<file path="src/rtl/spi_slave_if.sv">
// Serial and memory-side signals of the SPI slave bridge.
// The slave modport is the bridge side and the master modport is the bus and memory side.
interface spi_slave_if;
  logic       SS_n;
  logic       MOSI;
  logic       MISO;
  logic [9:0] rx_data;
  logic       rx_valid;
  logic [7:0] tx_data;
  logic       tx_valid;

  modport slave (
    input  SS_n, MOSI, tx_data, tx_valid,
    output MISO, rx_data, rx_valid
  );

  modport master (
    output SS_n, MOSI, tx_data, tx_valid,
    input  MISO, rx_data, rx_valid
  );
endinterface

</file>
<file path="src/rtl/spi_slave.sv">
// SPI slave: assembles 10-bit {cmd, payload} words for a memory and
// returns one 8-bit read byte per READ_DATA frame.
//
// state     | meaning
// ----------+-----------------------------------------------------------
// IDLE      | no frame; waits for SS_n low (first edge samples nothing)
// CHK_CMD   | samples bit 9 and selects the frame type
// WRITE     | bit 9 = 0; collects bits 8..0, then ignores MOSI
// READ_ADD  | bit 9 = 1, no address pending; collects bits 8..0
// READ_DATA | bit 9 = 1, address pending; collects word, then shifts tx byte
module spi_slave (
  input  logic         clk,
  input  logic         rst_n,
  spi_slave_if.slave   bus
);

  typedef enum logic [2:0] {IDLE, CHK_CMD, WRITE, READ_ADD, READ_DATA} state_t;

  state_t      state;
  state_t      state_nxt;

  logic [8:0]  rx_shift;
  logic [3:0]  bit_cnt;
  logic        word_done;
  logic        gap;
  logic [7:0]  tx_shift;
  logic [2:0]  tx_cnt;
  logic        tx_active;
  logic        tx_done;
  logic        rd_addr_done;
  logic        miso;
  logic [9:0]  rx_data;
  logic        rx_valid;

  assign bus.MISO     = miso;
  assign bus.rx_data  = rx_data;
  assign bus.rx_valid = rx_valid;

  always_ff @(posedge clk) begin
    if (!rst_n) state <= IDLE;
    else        state <= state_nxt;
  end

  always_comb begin
    state_nxt = state;
    case (state)
      IDLE:    if (!bus.SS_n) state_nxt = CHK_CMD;
      CHK_CMD: begin
        if (bus.SS_n)       state_nxt = IDLE;
        else if (!bus.MOSI) state_nxt = WRITE;
        else if (rd_addr_done) state_nxt = READ_DATA;
        else                state_nxt = READ_ADD;
      end
      default: if (bus.SS_n) state_nxt = IDLE;
    endcase
  end

  always_ff @(posedge clk) begin
    if (!rst_n) begin
      rx_shift     <= '0;
      bit_cnt      <= '0;
      word_done    <= 1'b0;
      gap          <= 1'b0;
      tx_shift     <= '0;
      tx_cnt       <= '0;
      tx_active    <= 1'b0;
      tx_done      <= 1'b0;
      rd_addr_done <= 1'b0;
      miso         <= 1'b0;
      rx_data      <= '0;
      rx_valid     <= 1'b0;
    end else begin
      rx_valid <= 1'b0;
      if (state == IDLE || bus.SS_n) begin
        // frame end or abort: drop partial work, keep rx_data and rd_addr_done
        rx_shift  <= '0;
        bit_cnt   <= '0;
        word_done <= 1'b0;
        gap       <= 1'b0;
        tx_shift  <= '0;
        tx_cnt    <= '0;
        tx_active <= 1'b0;
        tx_done   <= 1'b0;
        miso      <= 1'b0;
      end else if (state == CHK_CMD) begin
        rx_shift <= {8'd0, bus.MOSI};
        bit_cnt  <= 4'd9;
      end else if (!word_done) begin
        rx_shift <= {rx_shift[7:0], bus.MOSI};
        if (bit_cnt == 4'd1) begin
          rx_data   <= {rx_shift, bus.MOSI};
          rx_valid  <= 1'b1;
          word_done <= 1'b1;
          gap       <= 1'b1;
          bit_cnt   <= '0;
          if (rx_shift[8:7] == 2'b10)      rd_addr_done <= 1'b1;
          else if (rx_shift[8:7] == 2'b11) rd_addr_done <= 1'b0;
        end else begin
          bit_cnt <= bit_cnt - 4'd1;
        end
      end else if (state == READ_DATA) begin
        // gap skips the edge where tx_valid still reflects the previous request
        if (gap) begin
          gap <= 1'b0;
        end else if (tx_active) begin
          if (tx_cnt != 3'd0) begin
            miso     <= tx_shift[7];
            tx_shift <= {tx_shift[6:0], 1'b0};
            tx_cnt   <= tx_cnt - 3'd1;
          end else begin
            miso      <= 1'b0;
            tx_active <= 1'b0;
            tx_done   <= 1'b1;
          end
        end else if (!tx_done && bus.tx_valid) begin
          miso      <= bus.tx_data[7];
          tx_shift  <= {bus.tx_data[6:0], 1'b0};
          tx_cnt    <= 3'd7;
          tx_active <= 1'b1;
        end
      end
    end
  end

endmodule
</file>
<file path="src/flat_wrapper.sv">
// flat-port wrapper written by rule: the top's interface ports become plain ports
module spi_slave_flat 
  (clk, rst_n, bus_SS_n, bus_MOSI, bus_tx_data, bus_tx_valid, bus_MISO, bus_rx_data, bus_rx_valid);
  spi_slave_if bus_i ();
  input  logic clk;
  input  logic rst_n;
  input wire logic [$bits(bus_i.SS_n)-1:0] bus_SS_n;
  input wire logic [$bits(bus_i.MOSI)-1:0] bus_MOSI;
  input wire logic [$bits(bus_i.tx_data)-1:0] bus_tx_data;
  input wire logic [$bits(bus_i.tx_valid)-1:0] bus_tx_valid;
  output wire logic [$bits(bus_i.MISO)-1:0] bus_MISO;
  output wire logic [$bits(bus_i.rx_data)-1:0] bus_rx_data;
  output wire logic [$bits(bus_i.rx_valid)-1:0] bus_rx_valid;
  assign bus_i.SS_n = bus_SS_n;
  assign bus_i.MOSI = bus_MOSI;
  assign bus_i.tx_data = bus_tx_data;
  assign bus_i.tx_valid = bus_tx_valid;
  assign bus_MISO = bus_i.MISO;
  assign bus_rx_data = bus_i.rx_data;
  assign bus_rx_valid = bus_i.rx_valid;
  spi_slave u_core (.clk(clk), .rst_n(rst_n), .bus(bus_i));
endmodule
</file>
<file path="config.mk">
export PLATFORM = sky130hd
export DESIGN_NAME = spi_slave_flat
export DESIGN_NICKNAME = d
export VERILOG_FILES = /design/src/rtl/spi_slave_if.sv /design/src/rtl/spi_slave.sv /design/src/flat_wrapper.sv
export SDC_FILE = /design/constraint.sdc
export NUM_CORES = 1
export LEC_CHECK = 0
export CAP_MARGIN = 40
export CORE_MARGIN = 5
export CORE_UTILIZATION = 53
export DETAILED_ROUTE_END_ITERATION = 8
export GPL_TIMING_DRIVEN = 0
export PLACE_DENSITY = 0.8
export SLEW_MARGIN = 15
export SYNTH_ARGS = -nofsm -noshare
export SYNTH_HDL_FRONTEND = slang
export SYNTH_SLANG_ARGS = --single-unit
</file>
<file path="constraint.sdc">
create_clock -name clk -period 1.9 [get_ports clk]
set_input_delay 0.19 -clock clk [delete_from_list [all_inputs] [get_ports clk]]
set_output_delay 0.19 -clock clk [all_outputs]
set_load 0.005 [all_outputs]
</file>
; ---- Yosys cells after proc, flatten, opt, wreduce, memory -nomap -nowiden
; Index checks and enable logic that the tools add are counted.
[classes]
add_sub_neg = 2
multipliers = 0
n_div = 0
magnitude_cmp = 0
n_eq_ne = 9
shifts = 0
mux = 30
bitwise_logic = 6
reduce_logical = 20
[op_table]
columns = operator, count
row1 = $mux W3, 8
row2 = $mux W8, 3
row3 = $mux W1, 15
row4 = $mux W4, 3
row5 = $reduce_and A6 Y1, 2
row6 = $reduce_and A5 Y1, 2
row7 = $ne A2 B2 Y1 const B, 4
row8 = $reduce_and A4 Y1, 2
row9 = $not A1 Y1, 6
row10 = $pmux W3 S2, 1
row11 = $reduce_bool A2 Y1, 3
row12 = $reduce_bool A3 Y1, 2
row13 = $eq A2 B2 Y1 const B, 2
row14 = $eq A4 B1 Y1 const B, 1
row15 = $reduce_or A4 Y1, 1
row16 = $sub A4 B1 Y4 const B, 1
row17 = $eq A3 B1 Y1 const B, 1
row18 = $eq A3 B3 Y1 const B, 1
row19 = $logic_not A3 Y1, 1
row20 = $reduce_and A3 Y1, 1
row21 = $reduce_or A3 Y1, 1
row22 = $sub A3 B1 Y3 const B, 1
row23 = $reduce_and A2 Y1, 1
row24 = $reduce_or A2 Y1, 1
row25 = other kinds (3), 3
[totals]
register_bits = 44
latch_bits = 0
mem_bits_rw = 0
rom_bits = 0
in_bits = 13
output_inout_bits = 12
word_cells = 82
memories = 0

; ---- Depth between registers and ports, before layout
[logic_depth]
ltp_word = 4
mapped_depth = 7
ltp_nobuf = 6

; ---- Worst setup path after synthesis
; Ideal clock, no wire load.
[synth_path]
path_kind = reg-to-reg
start = reg u_core.bit_cnt[0]
end = reg u_core.rx_data[0] (netlist: u_core.bus.rx_data[0])
setup_time_ns = 0.116
arrival_time_ns = 1.567
t_required_ns = 1.784
path_slack_ns = 0.217
stages_incl_launch_ff = 7
n_path_buf = 1
synth_period_minus_slack_ns = 1.683
cell_sequence = dfxtp_1 > ha_1 > or4b_4 > nor3_4 > buf_6 > mux2i_1 > nor2b_1
[synth_via]
elab_chain_len = 2
[synth_lines]
columns = element, line_no
row1 = "start, declared", spi_slave.sv:23  ; logic [3:0] bit_cnt;
row2 = "start signal, assigned", spi_slave.sv:99  ; bit_cnt <= bit_cnt - 4'd1;
row3 = $eq A4 B1 Y1, spi_slave.sv:90  ; if (bit_cnt == 4'd1) begin
row4 = $reduce_and A4 Y1 (no source line), -
row5 = "end signal, assigned", spi_slave.sv:91  ; rx_data <= {rx_shift, bus.MOSI};
row6 = "end, declared", spi_slave.sv:32  ; logic [9:0] rx_data;
; No other way between the ends.
; A chain may end at the register's enable or synchronous reset.

; ---- Final worst setup path
[layout_path]
start = reg u_core.bit_cnt[1]
end = reg u_core.rx_data[8] (netlist: u_core.bus.rx_data[8])
; The elaborated chain is that of the path after synthesis.

==> results.ini <==
[synthesis]
syn_inst=195
synth_nets=212
netlist-cell-type-count=36
synth_seq_cells=43
seq_area_frac_synth=0.467
yosysWarnings=0
yosysTopAreaCellShare=0.467
netlist_top_cells_area=dfxtp_1 (47%), mux2i_1 (13%), a21oi_1 (5.4%)
syn_area_mm2=0.00184
syn_area_per_cell_um2=9.45
synth_top_area_cell=dfxtp_1

[die]
die_x_um=69.0
io_pins=25
rows=21
initial_core_util=0.548
core_area_mm2=0.00336
fp.dieH_um=69.0
die_area_mm2=0.00476

[place]
dp.final_hpwl_mm=2.53
dpl-instance-area_mm2=0.00214
gp_congestion=0.762
io_buffers=24
numPlacedInstances=265

[clock_tree]
clk_pin_slew_ns=0.12
cts_resized=0
cts_root_buffer=clkbuf_4
ctsHtreeMaxLevel=2
cts_tree=done
cts_inserted_buffers=5
cts.sinks=43
ctsHoldBuffers=0
cts_buffer_depth=2
post_cts_buffers=0
insertion_delay_ns=0.35

[power]
p_comb_frac=0.054
irDropWorstVdd_mv=0.494
power_frac_seq=0.634
power_mw=1.44
intPower_mw=1.12
swShare=0.221
p_sw_mw=0.318
cellPowerDensity_mw_per_mm2=654
p_clk_frac=0.313
p_leak_nw=0.733

[critical_path]
worstPathArrival_ns=2.05
cp-end-kind=flop
start_kind=flop
cp_max_fo=10
worstPathRequired_ns=2.15
crit_type=flop to flop

[routing]
viasPerCell=5.21
ant_nets=0
drtPass1Iterations=4
vias=1417
wl_per_cell_um=12.7
drc=0
wl_mm=3.46
drtIter0Drc=35

[grt]
grt_pass1_wl_mm=5.72
antenna_found_initial=0
grt_usage=0.162
grt_max_degree=13
grt_pass1_vias=1318
grt_overflow=0

[final_layout]
layout-drive-gt1-share=0.0708
final_area_mm2=0.00220
regArea_um2=863
final_nets=243
syn2layout_area_growth_pct=19.3
final_util=0.654
antenna_cells=0
nFillCells=305
multi_input_area_um2=891
stdcell_count=272

[sta]
worst_clock_skew_ns=0.00575
tns_ns=0
clock.fmax_ghz=0.556
final-setup-viol-count=0
slew_headroom=0.584
final_hold_viol_count=0
slew_violations=0
finalCritPeriodShare=0.947
fin_crit_ns=1.80
rsz0062_at_grt=true
tightest_slew_ns=0.624

[job]
max-cap-violations=0

[worst_hold_path]
hold_path_class=primary input to flop

[status]
status=finished clean

==> sequential cells by signal (all words and copies together) (netlist names), 3 cells and up <==
name and flops:
u_core.state 3, u_core.rx_shift 9, u_core.tx_shift 7, u_core.bus.rx_data 10, u_core.tx_cnt 3, u_core.bit_cnt 4
==> power by group through the flow <==
stage                     clock network, mW  logic [mW]  registers, mW
after floorplan                           0      0.0411          0.931
after global placement                    0      0.0768          0.932
after detailed placement                  0      0.0780          0.932
after CTS                             0.467      0.0783          0.912
after global routing                  0.509      0.0858          0.913
final                                 0.450      0.0774          0.912
==> Yosys cell counts (all sizes together) <==
master / number
a211oi: 7
a21boi: 2
a21o: 1
a21oi: 20
a221oi: 1
a311oi: 1
a31oi: 2
a41oi: 2
and3: 1
buf: 4
clkbuf: 7
dfxtp: 43
ha: 4
inv: 9
mux2i: 24
nand2: 8
nand2b: 4
nand3: 3
nand4: 1
nor2: 21
nor2b: 13
nor3: 6
nor3b: 1
o211a: 1
o211ai: 1
o21ai: 2
or2: 2
or3b: 1
or4: 1
or4b: 1
xor2: 1
==> layout by cell type (no fill, tap or decap), drive strengths merged <==
master,Yosys,final
or3b,1,1
ha,4,4
mux2i,24,24
nand2b,4,4
o21ai,2,2
xor2,1,1
nor3,6,6
a21boi,2,2
nand3,3,3
inv,9,9
a21o,1,1
nand2,8,8
a211oi,7,7
nor2,21,21
o211ai,1,1
clkinv,0,1
a311oi,1,1
or4b,1,1
a221oi,1,1
or4,1,1
clkdlybuf4s50,0,24
or2,2,2
nor2b,13,13
a41oi,2,2
a31oi,2,2
a21oi,20,20
nand4,1,1
clkbuf,7,13
buf,4,4
and3,1,1
o211a,1,1
dfxtp,43,43
nor3b,1,1
==> kinds of logic after synthesis <==
family,Yosys count,synth area share
buffers and inverters,20,0.0496
adders and majority gates,4,0.0272
AOI/OAI and AO/OA,40,0.136
and+or+nand+nor,63,0.185
DFF,43,0.467
muxes,24,0.130
xor gates and xnor gates,1,0.00475
==> cell type report <==
cell class | instances | area share
buffer | 11 | 0.0262
clock buffer | 6 | 0.0233
clock inverter | 1 | 0.00228
inverter | 9 | 0.0154
multi-input combinational | 132 | 0.405
sequential | 43 | 0.392
tap | 46 | 0.0262
timing repair buffer | 24 | 0.109
==> worst paths after layout <==
kind / from / endpoint / slack [ns] / depth (start not counted)
hold reg to reg: u_core.bus.rx_data[9]$_SDFFE_PN0P_ / u_core.bus.rx_data[9]$_SDFFE_PN0P_ / 0.47 / 2
setup reg to reg: u_core.bit_cnt[1]$_SDFFE_PP0N_ / u_core.bus.rx_data[8]$_SDFFE_PN0P_ / 0.10 / 7
hold / removal: bus_tx_data[0] / u_core.tx_shift[1]$_SDFFE_PP0P_ / 0.41 / 3
setup / recovery: u_core.bit_cnt[1]$_SDFFE_PP0N_ / u_core.bus.rx_data[8]$_SDFFE_PN0P_ / 0.10 / 7
==> per-stage QoR <==
stage,hold WS [ns],setup WS (ns)
detailed placement,0.460,-0.169
CTS,0.401,0.0560
global route,0.400,-0.00934
finish,0.413,0.101
floorplan,0.330,0.217
global placement,0.457,-0.183
==> critical path: stages, from the launching register on <==
cell and delay (ns):
dfxtp_2 0.34, inv_1 0.07, ha_1 0.17, or4b_4 0.50, nor3_4 0.17, buf_6 0.19
mux2i_1 0.19, nor2b_1 0.06
==> layer usage <==
layer	share of wire	global-route usage	up-vias
li1	-	-	739
met5	0	0	-
met3	0.031	0.0616	6
met1	0.47	0.194	649
met4	0.021	0.0657	0
met2	0.48	0.260	23
Note: power is estimated with default switching activity, not from simulation.
